`config.mk`:
```
export PLATFORM = sky130hd
export DESIGN_NAME = pipe_stage_skid
export DESIGN_NICKNAME = d
export VERILOG_FILES = /design/src/rtl/pipe_stage_skid.sv
export SDC_FILE = /design/constraint.sdc
export NUM_CORES = 1
export LEC_CHECK = 0
export ABC_AREA = 1
export ABC_CLOCK_PERIOD_IN_PS = 2100
export BUFFER_PORTS_ARGS = -buffer_cell sky130_fd_sc_hd__buf_4
export CAP_MARGIN = 20
export CORE_MARGIN = 5
export CORE_UTILIZATION = 54
export DETAILED_ROUTE_END_ITERATION = 8
export PLACE_DENSITY = 0.8
export SLEW_MARGIN = 20
export SYNTH_ARGS = -nofsm -noshare
export SYNTH_HDL_FRONTEND = slang
export SYNTH_SLANG_ARGS = --single-unit
```
`constraint.sdc`:
```
create_clock -name clk -period 2.1 [get_ports clk]
set_clock_uncertainty 0.1 [all_clocks]
set_input_delay 0.21 -clock clk [delete_from_list [all_inputs] [get_ports clk]]
set_output_delay 0.21 -clock clk [all_outputs]
set_load 0.005 [all_outputs]
```
`src/rtl/pipe_stage_skid.sv`:
```
// Pipeline stage register with a valid/ready handshake and synchronous flush.
// A held entry is a control field plus a data field. An all-zero control field
// is a bubble.
// SKID=1 gives a two-entry skid buffer, so in_ready comes straight from a flop.
// SKID=0 gives a single entry, and in_ready is combinational from out_ready.
// stall_cnt is a saturating count of the cycles in which downstream
// back-pressure held a valid entry.
//
// state | meaning
// ------+-----------------------------------------------------------------
// EMPTY | nothing held; out_valid=0, out_ctrl forced to a bubble
// ONE   | one entry in main, presented downstream
// TWO   | main presented, second entry parked in skid; in_ready=0 (SKID=1)
module pipe_stage_skid #(
  parameter int CTRL_W = 8,
  parameter int DATA_W = 160,
  parameter int SKID   = 1,
  parameter int CNT_W  = 16
) (
  input  logic              clk,
  input  logic              rst_n,
  input  logic              flush_i,
  input  logic              in_valid,
  output logic              in_ready,
  input  logic [CTRL_W-1:0] in_ctrl,
  input  logic [DATA_W-1:0] in_data,
  output logic              out_valid,
  input  logic              out_ready,
  output logic [CTRL_W-1:0] out_ctrl,
  output logic [DATA_W-1:0] out_data,
  input  logic              clr_cnt_i,
  output logic [CNT_W-1:0]  stall_cnt
);

  typedef enum logic [1:0] {
    EMPTY = 2'd0,
    ONE   = 2'd1,
    TWO   = 2'd2
  } state_t;

  state_t            state;
  state_t            state_nxt;
  logic [CTRL_W-1:0] main_ctrl;
  logic [DATA_W-1:0] main_data;
  logic [CTRL_W-1:0] skid_ctrl;
  logic [DATA_W-1:0] skid_data;
  logic              accept;
  logic              drain;
  logic              load_main_in;
  logic              load_main_skid;
  logic              load_skid;

  assign accept = in_valid & in_ready;
  assign drain  = out_valid & out_ready;

  // State register.
  always_ff @(posedge clk or negedge rst_n) begin
    if (!rst_n) begin
      state <= EMPTY;
    end else begin
      state <= state_nxt;
    end
  end

  // Next state and register load strobes. Flush overrides any accept or drain.
  always_comb begin
    state_nxt      = state;
    load_main_in   = 1'b0;
    load_main_skid = 1'b0;
    load_skid      = 1'b0;
    if (flush_i) begin
      state_nxt = EMPTY;
    end else begin
      case (state)
        EMPTY: begin
          if (accept) begin
            state_nxt    = ONE;
            load_main_in = 1'b1;
          end
        end
        ONE: begin
          if (accept && drain) begin
            load_main_in = 1'b1;
          end else if (accept) begin
            // Without a skid buffer, in_ready already blocks this case.
            if (SKID != 0) begin
              state_nxt = TWO;
              load_skid = 1'b1;
            end
          end else if (drain) begin
            state_nxt = EMPTY;
          end
        end
        TWO: begin
          if (drain) begin
            state_nxt      = ONE;
            load_main_skid = 1'b1;
          end
        end
        default: state_nxt = EMPTY;
      endcase
    end
  end

  // Output decode. An empty stage always presents a bubble control field.
  always_comb begin
    out_valid = (state != EMPTY);
    out_ctrl  = '0;
    if (state != EMPTY) begin
      out_ctrl = main_ctrl;
    end
  end

  assign out_data = main_data;

  // Entry registers. Flush clears only the control fields, so the data field
  // still holds its last value.
  always_ff @(posedge clk or negedge rst_n) begin
    if (!rst_n) begin
      main_ctrl <= '0;
      main_data <= '0;
      skid_ctrl <= '0;
      skid_data <= '0;
    end else if (flush_i) begin
      main_ctrl <= '0;
      skid_ctrl <= '0;
    end else begin
      if (load_main_in) begin
        main_ctrl <= in_ctrl;
        main_data <= in_data;
      end else if (load_main_skid) begin
        main_ctrl <= skid_ctrl;
        main_data <= skid_data;
      end
      if (load_skid) begin
        skid_ctrl <= in_ctrl;
        skid_data <= in_data;
      end
    end
  end

  generate
    if (SKID != 0) begin : g_skid
      logic in_ready_q;

      // Registered ready looks ahead at the next state. It stays low through
      // reset and rises on the first edge after reset is released.
      always_ff @(posedge clk or negedge rst_n) begin
        if (!rst_n) begin
          in_ready_q <= 1'b0;
        end else begin
          in_ready_q <= (state_nxt != TWO);
        end
      end

      assign in_ready = in_ready_q;
    end else begin : g_noskid
      assign in_ready = ~out_valid | out_ready;
    end
  endgenerate

  // Saturating back-pressure counter. Clear wins over increment, and flush
  // has no effect on the count.
  always_ff @(posedge clk or negedge rst_n) begin
    if (!rst_n) begin
      stall_cnt <= '0;
    end else if (clr_cnt_i) begin
      stall_cnt <= '0;
    end else if (out_valid && !out_ready && (stall_cnt != '1)) begin
      stall_cnt <= stall_cnt + 1'b1;
    end
  end

endmodule
```
; After elaboration in Yosys (flattened, before gate mapping)
; Cells that the tools add are included.
[totals]
reg_bits = 355
wordCells = 54
latch_bits = 0
output_inout_bits = 186
romBits = 0
in_bits = 174
n_memories = 0
mem_bits_rw = 0
[classes]
reduce_logical = 12
n_eq_ne = 4
shifts = 0
add_sub_neg = 1
n_lt_le_gt_ge = 0
bitwise = 3
n_mux = 27
multipliers = 0
div_mod_pow = 0
[op_table]
columns = cell, count
row1 = $mux 160, 2
row2 = $mux 8, 6
row3 = $mux 16, 2
row4 = $add 16x1->16 const B, 1
row5 = $ne 16x16->1 const B, 1
row6 = $mux 2, 6
row7 = $mux 1, 9
row8 = $reduce_bool 2->1, 4
row9 = $pmux 2 s3, 1
row10 = $reduce_and 2->1, 2
row11 = $logic_and 1x1->1, 3
row12 = $reduce_bool 3->1, 1
row13 = $and 1x1->1, 2
row14 = $eq 2x1->1 const B, 1
row15 = $eq 2x2->1 const B, 1
row16 = $logic_not 2->1, 1
row17 = $ne 2x2->1 const B, 1
row18 = $pmux 1 s2, 1
row19 = $logic_not 1->1, 1
row20 = $not 1->1, 1

; Logic depth before layout (Yosys ltp)
[logic_depth]
depth_word = 8
ltp_mapped = 10
ltp_nobuf = 9

; Worst setup path after synthesis
; No wires, ideal clock.
[synth_path]
path_type = reg-to-reg
startpoint = register stall_cnt[0]
endpoint = register stall_cnt[2]
stages_incl_launch_ff = 11
setup_time_ns = 0.117
arrival_time_ns = 1.367
slack_ns = 0.516
path_cell_list = dfrtp_1 -> ha_1 -> inv_1 -> nor2_1 -> nand2_1 -> nor2_2 -> o21ai_2 -> inv_2 -> buf_6 -> nand2_1 -> nand2_1
[synth_between]
elab_chain_cells = 3
elab_cells_between_ends = 6
[synth_lines]
columns = element, line_no
row1 = from (decl), 32  ; output logic [CNT_W-1:0] stall_cnt
row2 = from (signal assigned), 170  ; stall_cnt <= stall_cnt + 1'b1;
row3 = $add 16x1->16 / $ne 16x16->1 (equally long branches), "170, 169"
row4 = $mux 16 / $logic_and 1x1->1 (equally long branches), 169  ; end else if (out_valid && !out_ready && (stall_cnt != '1)) begin
row5 = $mux 16 / $reduce_bool 2->1 (equally long branches), -
; Parallel ways exist; a longest one is shown, timed or not. The select of a mux whose other input is x is not followed.
; A chain may end at the register's enable or synchronous reset.

; Final worst setup path
[layout_path]
startpoint = register g_skid.in_ready_q, in the netlist in_ready
endpoint = register main_data[128], in the netlist out_data[128]
[layout_between]
elab_chain_cells = 7
elab_cells_between_ends = 9
[layout_lines]
columns = element, line_no
row1 = from (decl), 144  ; logic in_ready_q;
row2 = from (signal assigned), 152  ; in_ready_q <= (state_nxt != TWO);
row3 = $and 1x1->1 *, 53  ; assign accept = in_valid & in_ready;
row4 = $logic_and 1x1->1, 82  ; if (accept && drain) begin
row5 = $mux 1, 82
row6 = $pmux 1 s2 *, 74  ; case (state)
row7 = $mux 1 *, 71  ; if (flush_i) begin
row8 = $reduce_bool 2->1 (no line), -
row9 = $reduce_and 2->1 (no line), -
row10 = to (signal assigned), 130  ; main_data <= in_data;
row11 = to (signal assigned), 133  ; main_data <= skid_data;
row12 = to (decl), 44  ; logic [DATA_W-1:0] main_data;
; Mark *: on every way between the ends. The rest lies on a longest branch, timed or not.

==> impl_metrics.csv <==
group,metric,value,unit
outcome,status,"finished, final reports clean",
setup_path,cpPeakStageDelay,0.37,ns
setup_path,endpoint,"out_data[128]",
global_route,grt_first_pass_wirelength,80.4,mm
synth,netlist_instances,1659,
cells_and_area,synthToLayoutAreaGrowth,40.3,%
synth,yosysTopAreaCellShare,57.0,%
setup_path,path_max_fanout,25,
floorplanning,core,28600,um^2
setup_path,critical_path.slowest_cell,"dfrtp_1",
synth,synth_warnings,0,
synth,ys.flop_type,"dfrtp_1",
clock_network,cts_tree,"built",
synth,synth_edf_count,0,
detailed_routing,wl_met2,24.7,mm
global_route,grt_max_degree,101,
floorplanning,die_y,180,um
synth,synth-seq-cells,355,
setup_path,timing.rr.start,"in_ready",
synth,post-synth-top-count-cell,"nand2_1",
detailed_routing,drtAntennaViolNets,0,
detailed_routing,wl,49.1,mm
floorplanning,start_util,54.5,%
setup_path,reg2reg_slack,0.16,ns
timing,finalSetupViolations,0,
floorplanning,std_cell_rows,62,
placement,io_buffers,359,
detailed_routing,viasPerCell,5.62,
synth,syn-mean-instance-area,9.40,um^2
cells_and_area,multiInputGateArea,5310,um^2
detailed_routing,maxUsedRoutingLayer,"met4",
synth,synth_top_cell_by_area,"dfrtp_1",
pwr,finalPower,20.4,mW
placement,dp_hpwl,29.1,mm
timing,min_period,1.94,ns
detailed_routing,wl_met3,3.46,mm
setup_path,critical_path_depth,7,
setup_path,path_class,"flip-flop to flip-flop",
cells_and_area,design_area,21900,um^2
synth,postSynth.asyncResetShare,100,%
clock_network,clk_pin_slew,0.06,ns
timing,worstMarginPinSlew,0.746,ns
synth,synth_top_family_by_area,"simple AND/OR/NAND/NOR gates",
cells_and_area,fillerInstances,1707,
pwr,power_density,934,nW/um^2
clock_network,cts_root_buffer,"clkbuf_16",
clock_network,clk_latency,0.51,ns
synth,synthXorXnorAreaFrac,0.337,%
cells_and_area,final_layout_size_suffix_gt1_share,25.5,%
global_route,grt_util_all_layers,29.8,%
detailed_routing,vias,14500,
setup_path,crit_arrival,2.24,ns
synth,ys_seq_area_share,57.0,%
timing,post-route-period-util,92.6,%
synth,syn_nets,1834,
clock_network,clk_path_buf_depth,3,
setup_path,crit_family,"simple AND/OR/NAND/NOR gates",
detailed_routing,drt-met1-wl,18.1,mm
floorplanning,die_w,180,um
global_route,grt_overflow_total,0,
setup_path,reg2reg_to,"out_data[128]",
setup_path,crit_start,"in_ready",
setup_path,required,2.40,ns
synth,syn_area,15600,um^2
global_route,antenna_found_initial,3,
timing,fmax,0.514,GHz
placement,placed_area,18800,um^2
clock_network,cts.sinks,355,
pwr,p_leak,11.0,nW
cells_and_area,seq_area,8880,um^2
clock_network,htreeDepth,2,
detailed_routing,drc,0,
floorplanning,io_pins,360,
synth,synthAdderAreaFrac,0.0802,%
synth,netlist-cell-type-count,25,
min_path,hp-class,"primary input to asynchronous set/reset pin",
setup_path,setup.worst_path.start_class,"flip-flop",
placement,gp_congestion,0.869,
synth,synth_compound_area_share,16.5,%
floorplanning,dieArea,32400,um^2
setup_path,worst_path_most_repeated_cell,"nand2_1",
setup_path,crit_chain,"nand2_1 > nor2_4 > nand3_4 > inv_1 > buf_4 > nand2_1 > o211ai_1",
pwr,ir_drop,0.665,mV
detailed_routing,firstDrtPassIters,5,
global_route,grt_pass1_vias,15200,
synth,synth_common_cells,"367 x nand2_1, 355 x dfrtp_1, 204 x inv_1, 174 x nand3_1, 127 x o21ai_0",
detailed_routing,wl_per_cell,19.0,um
timing,slew_headroom,50.3,%
timing,rsz0062_at_grt,"false",
cells_and_area,nets,2346,
setup_path,crit_buf_inv,2,
setup_path,ff2ff_path_depth,7,
timing,slew_violations,0,
detailed_routing,drt_iter0_markers,1437,
clock_network,cts_buffers,38,
timing,tns,0,ns
setup_path,worstSetupEndpointType,"flip-flop",
synth,synthSimpleGateAreaFrac,16.9,%
job,max_cap_violations,0,
synth,synth_area_leaders,"dfrtp_1 57%, nand2_1 8.8%, o211ai_2 6.4%",
timing,finalHoldViolations,0,
synth,synth_mux_area_share,0,%
stage by stage:
step / utilization [%] / std cells / setup WS (ns) / hold slack, ns
after global routing: 76.5 / 2587 / 0.0318 / 0.193
after global placement: 65.6 / 2338 / 0.191 / 0.0886
final: 76.5 / 2587 / 0.156 / 0.151
after CTS: 76.2 / 2580 / 0.00874 / 0.139
after floorplan: - / 1659 / 0.516 / -0.186
after detailed placement: 65.6 / 2338 / 0.0976 / 0.0917
placed cells by master (no fill, tap or decap), types with 3 or more instances in the layout:
master / n
bufinv_16: 5
o21bai_1: 3
nand3_4: 3
inv_1: 204
clkbuf_8: 9
dlygate4sd3_1: 173
buf_12: 23
clkbuf_16: 39
dfrtp_1: 355
a21oi_1: 40
diode_2: 3
nor2_2: 5
clkbuf_1: 13
inv_2: 4
nand2_1: 367
nand3_1: 173
xor2_1: 6
buf_4: 384
o22ai_1: 15
o211ai_1: 81
nand4_1: 10
o21ai_0: 127
nor2_1: 72
o211ai_2: 80
flip-flops by register name, summed over array words and instances, names as in the netlist:
| name | cells |
|---|---|
| out_data | 160 |
| skid_data | 160 |
| state | 2 |
| in_ready | 1 |
| skid_ctrl | 8 |
| main_ctrl | 8 |
| stall_cnt | 16 |
layout make-up:
| class | instances | share of cell area [%] |
|---|---|---|
| repair buffers | 582 | 23.3 |
| diodes | 3 | 0.0343 |
| clock buffers | 61 | 5.25 |
| multi-input cells | 985 | 24.2 |
| clock inverters | 8 | 0.783 |
| flip-flops and latches | 355 | 40.6 |
| inverters | 209 | 3.60 |
| well taps | 384 | 2.20 |
how the worst min path moves through the flow:
stage               endpoint  slack, ns  cells past startpoint
5_1_grt         out_data[91]       0.19                      2
6_report       skid_data[69]       0.15                      2
2_1_floorplan       in_ready      -0.19                      0
3_5_place_dp    out_data[92]       0.09                      1
3_3_place_gp   skid_data[91]       0.09                      1
4_1_cts         out_data[92]       0.14                      2
power breakdown:
group / switching [mW] / internal [mW] / total [mW]
clock: 2.74 / 4.37 / 7.11
sequential: 0.940 / 8.32 / 9.26
combinational: 1.98 / 2.09 / 4.07
cells by family after synthesis:
| family | count (synthesis) |
|---|---|
| buf+inv | 319 |
| fa+ha+maj | 1 |
| compound gates | 347 |
| flops | 355 |
| xor+xnor | 6 |
| simple gates | 631 |
what timing repair did:
item | 4_1_cts | 5_1_grt
endpoints found under the setup margin | 0 | 75
hold endpoints to repair | 590 | 0
gates resized for setup | 0 | 2
hold buffers | 173 | 0
buffers inserted | 0 | 4
layer usage:
layer  vias up  GRT usage, %
met5         -             0
met4         0          15.1
met3       206          5.74
met2       797          51.1
met1      7060          36.1
li1       6482             -
(Power assumes the default switching activity.)
